File: src/rtl/riscv151_mmio_pkg.sv
// ---------------------------------------------------------------------------
// riscv151_mmio_pkg
// Shared definitions for the memory-mapped I/O region. The MMIO responder
// and the CPU load/store decoder both import this package, so the register
// offsets and the STATUS bit layout have a single source of truth.
//   ADDR_*   : byte offsets within the I/O region (word-aligned)
//   STATUS_* : bit positions inside the STATUS register
// ---------------------------------------------------------------------------
package riscv151_mmio_pkg;

  localparam logic [7:0] ADDR_STATUS  = 8'h00;
  localparam logic [7:0] ADDR_RX_DATA = 8'h04;
  localparam logic [7:0] ADDR_TX_DATA = 8'h08;
  localparam logic [7:0] ADDR_CYCLES  = 8'h10;
  localparam logic [7:0] ADDR_INSTS   = 8'h14;
  localparam logic [7:0] ADDR_CNT_RST = 8'h18;

  localparam int STATUS_TX_NOT_FULL  = 0;
  localparam int STATUS_RX_NOT_EMPTY = 1;
  localparam int STATUS_TX_DROP      = 2;

  // Assembles the STATUS word; every bit not named here reads as zero.
  function automatic logic [31:0] status_word(input logic tx_not_full,
                                              input logic rx_not_empty,
                                              input logic tx_drop);
    logic [31:0] word;
    word = '0;
    word[STATUS_TX_NOT_FULL]  = tx_not_full;
    word[STATUS_RX_NOT_EMPTY] = rx_not_empty;
    word[STATUS_TX_DROP]      = tx_drop;
    return word;
  endfunction

endpackage

File: src/rtl/uart_mmio_responder_if.sv
// ---------------------------------------------------------------------------
// uart_mmio_responder_if
// CPU data-memory side bus into the I/O region.
//   mmio_sel   : access targets the I/O region (decoded upstream)
//   mmio_addr  : byte offset within the region, word-aligned
//   mmio_re    : load strobe
//   mmio_we    : full-word store strobe
//   mmio_wdata : store data
//   mmio_rdata : load data, registered, valid the cycle after mmio_re
// master = CPU side, slave = responder side.
// ---------------------------------------------------------------------------
interface uart_mmio_responder_if;

  logic        mmio_sel;
  logic [7:0]  mmio_addr;
  logic        mmio_re;
  logic        mmio_we;
  logic [31:0] mmio_wdata;
  logic [31:0] mmio_rdata;

  modport master (
    output mmio_sel, mmio_addr, mmio_re, mmio_we, mmio_wdata,
    input  mmio_rdata
  );

  modport slave (
    input  mmio_sel, mmio_addr, mmio_re, mmio_we, mmio_wdata,
    output mmio_rdata
  );

endinterface

File: src/rtl/mmio_byte_fifo.sv
// ---------------------------------------------------------------------------
// mmio_byte_fifo
// Synchronous FIFO buffering one UART direction.
//   clk, rst  : core clock, asynchronous active-low reset
//   push      : push request; ignored while full
//   push_data : entry to store
//   pop       : pop request; ignored while empty
//   head      : oldest entry (meaningful only when !empty)
//   full      : DEPTH entries held
//   empty     : no entries held
// DEPTH must be a power of two (>= 2) so the pointers wrap for free.
// Full/empty are judged on the pre-edge state: a push while full is refused
// even if a pop happens in the same cycle.
// ---------------------------------------------------------------------------
module mmio_byte_fifo #(
  parameter int DEPTH = 8,
  parameter int WIDTH = 8
) (
  input  logic             clk,
  input  logic             rst,
  input  logic             push,
  input  logic [WIDTH-1:0] push_data,
  input  logic             pop,
  output logic [WIDTH-1:0] head,
  output logic             full,
  output logic             empty
);

  localparam int PTR_W = $clog2(DEPTH);
  localparam logic [PTR_W:0] FULL_COUNT = (PTR_W + 1)'(DEPTH);

  logic [WIDTH-1:0] mem [DEPTH];
  logic [PTR_W-1:0] wr_ptr;
  logic [PTR_W-1:0] rd_ptr;
  // One extra bit so a full FIFO is distinguishable from an empty one.
  logic [PTR_W:0]   count;
  logic             do_push;
  logic             do_pop;

  assign full    = (count == FULL_COUNT);
  assign empty   = (count == '0);
  assign do_push = push && !full;
  assign do_pop  = pop && !empty;
  assign head    = mem[rd_ptr];

  // Pointer and occupancy bookkeeping; a simultaneous push and pop leaves
  // the count unchanged.
  always_ff @(posedge clk or negedge rst) begin
    if (!rst) begin
      wr_ptr <= '0;
      rd_ptr <= '0;
      count  <= '0;
    end else begin
      if (do_push) wr_ptr <= wr_ptr + 1'b1;
      if (do_pop)  rd_ptr <= rd_ptr + 1'b1;
      case ({do_push, do_pop})
        2'b10:   count <= count + 1'b1;
        2'b01:   count <= count - 1'b1;
        default: count <= count;
      endcase
    end
  end

  // Storage carries no reset; the empty flag guards every read of it.
  always_ff @(posedge clk) begin
    if (do_push) mem[wr_ptr] <= push_data;
  end

endmodule

File: src/rtl/uart_mmio_responder.sv
// ---------------------------------------------------------------------------
// uart_mmio_responder
// Answers CPU loads/stores to the I/O region with UART status, RX/TX bytes
// and performance counters. Both UART directions are buffered in FIFOs so
// the CPU never waits on serial timing. Load data is registered, matching
// the data memory's one-cycle latency.
// Ports:
//   clk, rst      : core clock, asynchronous active-low reset
//   bus           : CPU MMIO bus (uart_mmio_responder_if.slave)
//   inst_retired  : one instruction retired this cycle
//   tx_data/tx_valid/tx_ready : byte stream to the UART transmitter
//   rx_data/rx_valid/rx_ready : byte stream from the UART receiver
// Configuration:
//   MMIO_PERF_COUNTERS_EN defined   -> CYCLES/INSTS counters and CNT_RST exist
//   MMIO_PERF_COUNTERS_EN undefined -> no counter flops, 0x10/0x14 read 0
// ---------------------------------------------------------------------------
module uart_mmio_responder
  import riscv151_mmio_pkg::*;
#(
  parameter int RX_FIFO_DEPTH = 8,
  parameter int TX_FIFO_DEPTH = 8
) (
  input  logic                  clk,
  input  logic                  rst,
  uart_mmio_responder_if.slave  bus,
  input  logic                  inst_retired,
  output logic [7:0]            tx_data,
  output logic                  tx_valid,
  input  logic                  tx_ready,
  input  logic [7:0]            rx_data,
  input  logic                  rx_valid,
  output logic                  rx_ready
);

  logic        rd_qual;
  logic        wr_qual;
  logic        rx_pop_req;
  logic        tx_push_req;
  logic        status_wr;
  logic [7:0]  rx_head;
  logic        rx_full;
  logic        rx_empty;
  logic        tx_full;
  logic        tx_empty;
  logic        tx_drop;
  logic        rx_enable;
  logic [31:0] read_mux;
  logic [31:0] rdata_q;

  assign rd_qual     = bus.mmio_sel && bus.mmio_re;
  assign wr_qual     = bus.mmio_sel && bus.mmio_we;
  assign rx_pop_req  = rd_qual && (bus.mmio_addr == ADDR_RX_DATA);
  assign tx_push_req = wr_qual && (bus.mmio_addr == ADDR_TX_DATA);
  assign status_wr   = wr_qual && (bus.mmio_addr == ADDR_STATUS);

  // rx_ready stays low through reset and rises on the first edge after
  // release, then simply reflects room in the RX FIFO.
  always_ff @(posedge clk or negedge rst) begin
    if (!rst) rx_enable <= 1'b0;
    else      rx_enable <= 1'b1;
  end

  assign rx_ready = rx_enable && !rx_full;
  assign tx_valid = !tx_empty;

  mmio_byte_fifo #(.DEPTH(RX_FIFO_DEPTH), .WIDTH(8)) u_rx_fifo (
    .clk       (clk),
    .rst       (rst),
    .push      (rx_valid && rx_ready),
    .push_data (rx_data),
    .pop       (rx_pop_req),
    .head      (rx_head),
    .full      (rx_full),
    .empty     (rx_empty)
  );

  mmio_byte_fifo #(.DEPTH(TX_FIFO_DEPTH), .WIDTH(8)) u_tx_fifo (
    .clk       (clk),
    .rst       (rst),
    .push      (tx_push_req),
    .push_data (bus.mmio_wdata[7:0]),
    .pop       (tx_valid && tx_ready),
    .head      (tx_data),
    .full      (tx_full),
    .empty     (tx_empty)
  );

  // Sticky drop flag: a TX write against a full FIFO sets it, and only a
  // STATUS write with bit 2 set clears it.
  always_ff @(posedge clk or negedge rst) begin
    if (!rst) begin
      tx_drop <= 1'b0;
    end else if (tx_push_req && tx_full) begin
      tx_drop <= 1'b1;
    end else if (status_wr && bus.mmio_wdata[STATUS_TX_DROP]) begin
      tx_drop <= 1'b0;
    end
  end

`ifdef MMIO_PERF_COUNTERS_EN
  logic        cnt_rst_wr;
  logic [31:0] cycle_count;
  logic [31:0] inst_count;

  assign cnt_rst_wr = wr_qual && (bus.mmio_addr == ADDR_CNT_RST);

  // Free-running counters; a CNT_RST write forces both to zero on this edge
  // so counting picks up again from the following cycle.
  always_ff @(posedge clk or negedge rst) begin
    if (!rst) begin
      cycle_count <= '0;
      inst_count  <= '0;
    end else if (cnt_rst_wr) begin
      cycle_count <= '0;
      inst_count  <= '0;
    end else begin
      cycle_count <= cycle_count + 32'd1;
      if (inst_retired) inst_count <= inst_count + 32'd1;
    end
  end

  logic unused_wdata_hi;
  assign unused_wdata_hi = ^bus.mmio_wdata[31:8];
`else
  logic unused_inputs;
  assign unused_inputs = ^{bus.mmio_wdata[31:8], inst_retired};
`endif

  // Read mux sees pre-edge state, so a same-cycle write never leaks into
  // the returned value, and an empty RX FIFO reads zero with no bypass.
  always_comb begin
    read_mux = '0;
    case (bus.mmio_addr)
      ADDR_STATUS:  read_mux = status_word(!tx_full, !rx_empty, tx_drop);
      ADDR_RX_DATA: if (!rx_empty) read_mux = {24'b0, rx_head};
`ifdef MMIO_PERF_COUNTERS_EN
      ADDR_CYCLES:  read_mux = cycle_count;
      ADDR_INSTS:   read_mux = inst_count;
`endif
      default:      read_mux = '0;
    endcase
  end

  // Load data register: updates only on a qualified read, holds otherwise.
  always_ff @(posedge clk or negedge rst) begin
    if (!rst)         rdata_q <= '0;
    else if (rd_qual) rdata_q <= read_mux;
  end

  assign bus.mmio_rdata = rdata_q;

endmodule

File: src/flat_wrapper.sv
// flat-port wrapper written by rule: the top's interface ports become plain ports
module uart_mmio_responder_flat import riscv151_mmio_pkg::*;
#(
  parameter int RX_FIFO_DEPTH = 8,
  parameter int TX_FIFO_DEPTH = 8
)
  (clk, rst, inst_retired, tx_data, tx_valid, tx_ready, rx_data, rx_valid, rx_ready, bus_mmio_sel, bus_mmio_addr, bus_mmio_re, bus_mmio_we, bus_mmio_wdata, bus_mmio_rdata);
  uart_mmio_responder_if bus_i ();
  input  logic clk;
  input  logic rst;
  input  logic inst_retired;
  output logic [7:0] tx_data;
  output logic tx_valid;
  input  logic tx_ready;
  input  logic [7:0] rx_data;
  input  logic rx_valid;
  output logic rx_ready;
  input wire logic [$bits(bus_i.mmio_sel)-1:0] bus_mmio_sel;
  input wire logic [$bits(bus_i.mmio_addr)-1:0] bus_mmio_addr;
  input wire logic [$bits(bus_i.mmio_re)-1:0] bus_mmio_re;
  input wire logic [$bits(bus_i.mmio_we)-1:0] bus_mmio_we;
  input wire logic [$bits(bus_i.mmio_wdata)-1:0] bus_mmio_wdata;
  output wire logic [$bits(bus_i.mmio_rdata)-1:0] bus_mmio_rdata;
  assign bus_i.mmio_sel = bus_mmio_sel;
  assign bus_i.mmio_addr = bus_mmio_addr;
  assign bus_i.mmio_re = bus_mmio_re;
  assign bus_i.mmio_we = bus_mmio_we;
  assign bus_i.mmio_wdata = bus_mmio_wdata;
  assign bus_mmio_rdata = bus_i.mmio_rdata;
  uart_mmio_responder #(.RX_FIFO_DEPTH(RX_FIFO_DEPTH), .TX_FIFO_DEPTH(TX_FIFO_DEPTH)) u_core (.clk(clk), .rst(rst), .bus(bus_i), .inst_retired(inst_retired), .tx_data(tx_data), .tx_valid(tx_valid), .tx_ready(tx_ready), .rx_data(rx_data), .rx_valid(rx_valid), .rx_ready(rx_ready));
endmodule
File: config.mk
export PLATFORM = sky130hd
export DESIGN_NAME = uart_mmio_responder_flat
export DESIGN_NICKNAME = d
export VERILOG_FILES = /design/src/rtl/riscv151_mmio_pkg.sv /design/src/rtl/uart_mmio_responder_if.sv /design/src/rtl/mmio_byte_fifo.sv /design/src/rtl/uart_mmio_responder.sv /design/src/flat_wrapper.sv
export SDC_FILE = /design/constraint.sdc
export NUM_CORES = 1
export LEC_CHECK = 0
export ABC_AREA = 1
export ABC_CLOCK_PERIOD_IN_PS = 2800
export CORE_MARGIN = 4
export CORE_UTILIZATION = 50
export DETAILED_ROUTE_END_ITERATION = 10
export HOLD_SLACK_MARGIN = 0.02
export PLACE_DENSITY = 0.74
export SLEW_MARGIN = 15
export SYNTH_ARGS = -nofsm -noshare
export SYNTH_HDL_FRONTEND = slang
export SYNTH_SLANG_ARGS = --single-unit
File: constraint.sdc
create_clock -name clk -period 2.8 [get_ports clk]
set_input_delay 0.56 -clock clk [delete_from_list [all_inputs] [get_ports clk]]
set_output_delay 0.56 -clock clk [all_outputs]
set_load 0.1 [all_outputs]
==> out/results.tsv, run 1 <==
metric	value	unit
antenna-diode-count	0	
report.final.setup_viol	0	
ys_top_cells_by_count	edfxtp_1, nand2_1, nor2_1	
total_power	8150	uW
timing_worst_slew_pin_value	0.504	ns
critical_path.cell_chain	clkinv_1 -> a31oi_2 -> buf_12	
timing_hold_violations_final	0	
biggest_area_consumer_among_synthesized_cells	edfxtp_1	
vias_in_the_first_global_route	4607	
placement.io_buffers	48	
synth-compound-area-share	8.08	%
number_of_antenna_violations_at_the_first_check_in_global_routing	0	
dp_wirelength	9.35	mm
cts_root_buf	clkbuf_16	
routed_wl	14.4	mm
yosys.cell_types.count	34	
post-synth-top-area-fraction	55.5	%
detailedPlace.worstSlack	-0.0991	ns
end_kind	output port	
synth_area_leaders	edfxtp_1, dfrtp_1, nand2_1, nor2_1, o21ai_0	
synth_most_common_cell	edfxtp_1	
synth_enable_flop_cells	128	
post_synth_instance_area	6920	sq um
max_buffers_root_to_sink	2	
post_synthesis_cell_count	612	
io_pins	98	
timing.slew.headroom	66.4	%
class_of_the_tightest_hold_or_removal_check	flip-flop to flip-flop	
worst-setup-path-type	flip-flop to output port	
static-leakage-power	0.00326	uW
clock_insertion_delay_worst_skew	0.42	ns
die_width	126	um
final.setup.tns	0	ns
detailed_place.area	7730	sq um
synth_async_sr_flop_share	19.0	%
yosys-mux-area-fraction	0	%
layout.area.seq	4590	sq um
first_pass_grt_wire_length	22.6	mm
worst_path_largest_cell_delay	0.55	ns
worstPathBufferInverterCount	2	
cp_data_arrival_time	2.08	ns
clock_sinks	158	
xor_xnor_cell_area_share_of_the_yosys_netlist	1.63	%
synth-main-ff-cell	edfxtp_1	
coreArea	13400	sq um
worst-path-max-fanout	9	
layout-area-overhead-vs-synth	20.7	%
min_period_over_period	94.3	%
drv.max_cap_violation_count	0	
final.fill_count	985	
fmax	379	MHz
dieArea	15800	sq um
route.detailed.vias_per_inst	5.34	
ys_seq_area_share	66.4	%
cts_inserted_buffers	17	
multi_input_area	2020	sq um
yosysWarningCount	0	
maxSlewViolCount	0	
clk_transition_reported_paths	0.06	ns
status	finished, final reports clean	
placementRows	42	
critical_path.slowest_cell	dfrtp_1	
detailroute.via_count	4675	
dr.first_iter.drc_count	462	
htreeDepth	4	
finClkSkew	0.00688	ns
power_density	976	nW/um^2
gr-total-overflow	0	
drcViolationCount	0	
yosys.area_share.simple	15.3	%
min_period	2.64	ns
vdd_ir_drop_max	505	uV
cts_tree	yes	
layout-drive-gt1-share	15.2	%
final_design_area_no_fill	8350	sq um
post_drt_wl_per_cell	16.4	um
grt_max_degree	34	
postCtsSetupBuffers	0	
layout_setup_ws	0.158	ns
num-nets-final	753	
ys_ff_latch	158	
die_h	126	um
cpLargestDelayFamily	buffers and inverters	
syn_area_per_cell	11.3	sq um
required	2.24	ns
unrepaired_setup_endpoints_after_global_routing	no	
crit_path_start_kind	flip-flop	
start_util	51.7	%
globalRouteTotalUtil	18.4	%
adder_cell_area_share_of_the_yosys_netlist	2.10	%
route.antenna.remaining_nets	0	
gp_congestion	0.799	
combinational_family_with_the_most_area_after_synthesis	simple AND/OR/NAND/NOR gates	
drt_pre_antenna_iters	6	
cts-hold-fix-buffers	0	
post_cts_resize_count	0	
==> path summary, 6_finish.rpt <==
| path | startpoint | end | slack (ns) | cells past startpoint |
|---|---|---|---|---|
| setup reg to reg | u_core.u_rx_fifo.count[0] | u_core.u_rx_fifo.count[3] | 0.52 | 12 |
| max in group asynchronous | rst | u_core.u_rx_fifo.rd_ptr[2] | 1.97 | 2 |
| min in group asynchronous | rst | u_core.u_rx_fifo.wr_ptr[2] | 0.53 | 2 |
| hold reg to reg | u_core.bus.mmio_rdata[1] | u_core.bus.mmio_rdata[1] | 0.48 | 2 |
| setup / recovery | u_core.u_tx_fifo.rd_ptr[2] | tx_data[7] | 0.16 | 3 |
| hold / removal | u_core.bus.mmio_rdata[1] | u_core.bus.mmio_rdata[1] | 0.48 | 2 |
==> flip-flops by register name (all words and copies together), names as in the netlist <==
name and count:
u_core.u_rx_fifo.mem 64, u_core.u_tx_fifo.mem 64, u_core.bus.mmio_rdata 8, u_core.u_rx_fifo.count 4
u_core.u_tx_fifo.count 4, u_core.u_rx_fifo.rd_ptr 3, u_core.u_rx_fifo.wr_ptr 3, u_core.u_tx_fifo.rd_ptr 3
u_core.u_tx_fifo.wr_ptr 3, u_core.rx_enable 1, u_core.tx_drop 1
==> logic make-up after synthesis <==
logic type / after synthesis
and+or+nand+nor: 244
DFF: 158
AOI/OAI and AO/OA: 102
buffers and inverters: 83
xor gates and xnor gates: 12
adders and majority gates: 11
other: 2
==> layout make-up <==
cell class	instances	share of cell area, %
tap	176	2.64
clock inverter	13	2.25
inverter	38	1.71
clock buffer	19	5.18
sequential	158	55.0
timing repair buffer	77	9.02
multi-input combinational	394	24.2
==> tightest hold or removal path, delay by kind of cell, from the launching register on <==
family | cells | cell delay [ns]
flops | 1 | 0.34
simple gates | 2 | 0.11
==> cell usage in the layout, fill, tap and decap left out, drive strengths merged, types with 14 or more instances in the layout <==
cell	instances
edfxtp	128
nand2	100
nor2	98
o21ai	65
buf	47
inv	38
nand3	31
clkdlybuf4s50	30
dfrtp	30
conb	25
clkbuf	19
a21oi	14
o211ai	14
==> routing by layer <==
metal / GRT usage [%] / share of wire (%) / vias to the layer above
met1: 22.3 / 40 / 2247
met2: 31.6 / 51 / 184
met5: 0 / 0 / -
li1: - / - / 2210
met4: 7.91 / 2.2 / 0
met3: 4.45 / 6.7 / 34
==> per-stage QoR <==
stage / std cells / util, % / hold WS [ns]
6_report: 875 / 62.3 / 0.485
5_1_grt: 875 / 62.3 / 0.517
4_1_cts: 875 / 62.3 / 0.487
3_5_place_dp: 843 / 57.7 / 0.470
3_3_place_gp: 843 / 57.7 / 0.469
2_1_floorplan: 635 / - / 0.264
==> power breakdown <==
part / leakage [uW] / internal [uW] / switching [uW] / total, uW
combinational: 0.00144 / 898 / 1980 / 2880
clock: 0.000296 / 1490 / 897 / 2390
sequential: 0.00152 / 2710 / 174 / 2880
total: 0.00326 / 5100 / 3050 / 8150
Note: power is estimated with default switching activity, not from simulation.
==> inputs of run 2 (changes only) <==
--- a/constraint.sdc
+++ b/constraint.sdc
@@ -3,2 +3,2 @@
 set_output_delay 0.56 -clock clk [all_outputs]
-set_load 0.1 [all_outputs]
+set_load 0.005 [all_outputs]
==> out/results.tsv, run 2 (synthesized netlist as in run 1, its figures left out) <==
metric	value	unit
clk_transition_reported_paths	0.06	ns
layout-area-overhead-vs-synth	18.9	%
layout.core_utilization	61.4	%
power_density	813	nW/um^2
gr-total-overflow	0	
fmax	365	MHz
drt_pre_antenna_iters	4	
vdd_ir_drop_max	548	uV
min_period	2.74	ns
timing.slew.headroom	66.2	%
min_period_over_period	97.9	%
htreeDepth	4	
clock_insertion_delay_worst_skew	0.43	ns
layout-drive-gt1-share	12.4	%
met1_usage	22.5	%
cts_tree	yes	
report.final.setup_viol	0	
clock_sinks	158	
post_drt_wl_per_cell	16.4	um
detailroute.via_count	4621	
worst-path-max-fanout	16	
critical_path.cell_chain	inv_4 -> buf_6 -> nor2_1 -> o21ai_1 -> a21oi_1 -> a31oi_1 -> clkdlybuf4s50_1	
cts_root_buf	clkbuf_16	
number_of_antenna_violations_at_the_first_check_in_global_routing	0	
layout_commonest_cell	edfxtp_1	
dp_wirelength	9.41	mm
route.antenna.remaining_nets	0	
dr.first_iter.drc_count	445	
grt.met3_usage	4.49	%
first_pass_grt_wire_length	23.0	mm
final.fill_count	1040	
finClkSkew	0.0189	ns
placementRows	42	
worst_path_largest_cell_delay	0.56	ns
required	2.24	ns
layout.area.seq	4600	sq um
drcViolationCount	0	
gp_congestion	0.785	
route.detailed.vias_per_inst	5.26	
worst-setup-path-type	flip-flop to output port	
die_width	126	um
coreArea	13400	sq um
status	finished, final reports clean	
antenna-diode-count	0	
vias_in_the_first_global_route	4562	
cts-hold-fix-buffers	0	
final.hold.worst_slack	0.488	ns
timing_worst_slew_pin_value	0.506	ns
drv.max_cap_violation_count	0	
unrepaired_setup_endpoints_after_global_routing	yes	
cts_inserted_buffers	17	
grt_most_used_layer	met2	
met2_usage	32.1	%
placement.io_buffers	48	
start_util	51.7	%
layout_common_cells	edfxtp_1, nand2_1, nor2_1	
routed_wl	14.4	mm
die_h	126	um
timing_hold_violations_final	0	
end_kind	output port	
max_buffers_root_to_sink	2	
cp_data_arrival_time	2.18	ns
dieArea	15800	sq um
crit_path_start_kind	flip-flop	
grt_max_degree	36	
multi_input_area	1970	sq um
num-nets-final	757	
io_pins	98	
static-leakage-power	0.00321	uW
globalRouteTotalUtil	18.6	%
critical_path.slowest_cell	clkdlybuf4s50_1	
class_of_the_tightest_hold_or_removal_check	flip-flop to flip-flop	
maxSlewViolCount	0	
[run 2: changes by cell type in the layout (fill, tap and decap cells not counted), sizes merged, moves of 2 or more]
cell           previous run  this run
clkinvlp                  2         0
clkdlybuf4s50            30        47
buf                      47        33
clkinv                    7        14
bufinv                    4         1
[run 2: timing repair]
action,in CTS,in global routing
endpoints found under the setup margin,4,8
buffers inserted,0,2
cloned,0,0
gates resized for setup,3,8
[run 2: report_power, final]
group | internal (uW) | leakage, uW | switching, uW | total [uW]
Combinational | 732 | 0.00141 | 954 | 1690
Sequential | 2710 | 0.00152 | 176 | 2890
Clock | 1220 | 0.000275 | 895 | 2110
Total | 4670 | 0.00321 | 2030 | 6690
[run 2: per-layer routing]
layer,part of all wire (%),vias to the layer above
met5,0,-
met4,1.8,0
met3,5.6,30
met2,52,170
met1,41,2199
li1,-,2222
[run 2: stage by stage]
stage                     power, uW  worst slack (ns)  TNS [ns]  cells  area, sq um
after floorplan                3870             0.460         0    635         7010
after global placement         4440            0.0511         0    845         7640
after detailed placement       4530           -0.0492   -0.0492    845         7640
after CTS                      6660           0.00108         0    877         8190
after global routing           7020          -0.00116  -0.00116    879         8230
final                          6690            0.0595         0    879         8230
[run 2: worst paths after layout]
| path | start | slack (ns) | cells past startpoint | endpoint |
|---|---|---|---|---|
| max | u_core.u_tx_fifo.rd_ptr[0] | 0.06 | 7 | tx_data[4] |
| min | u_core.bus.mmio_rdata[6] | 0.49 | 2 | u_core.bus.mmio_rdata[6] |
| max reg2reg | u_core.u_rx_fifo.count[0] | 0.54 | 12 | u_core.u_rx_fifo.count[3] |
| min reg2reg | u_core.bus.mmio_rdata[6] | 0.49 | 2 | u_core.bus.mmio_rdata[6] |
| max in group asynchronous | rst | 1.97 | 2 | u_core.u_tx_fifo.rd_ptr[1] |
| min in group asynchronous | rst | 0.52 | 2 | u_core.bus.mmio_rdata[3] |
[run 2: cell type report]
| class | count | area share (%) |
|---|---|---|
| Multi-Input combinational cell | 394 | 23.9 |
| Timing Repair Buffer | 81 | 9.12 |
| Tap cell | 176 | 2.68 |
| Sequential cell | 158 | 55.8 |
| Clock buffer | 18 | 5.21 |
| Clock inverter | 14 | 1.46 |
| Inverter | 38 | 1.78 |
[run 2: worst max-delay path, delay by kind of cell, from the launching register on]
family / cells / cell delay (ns)
buffers and inverters: 3 / 0.86
DFF: 1 / 0.44
AOI/OAI and AO/OA: 3 / 0.40
and+or+nand+nor: 1 / 0.05
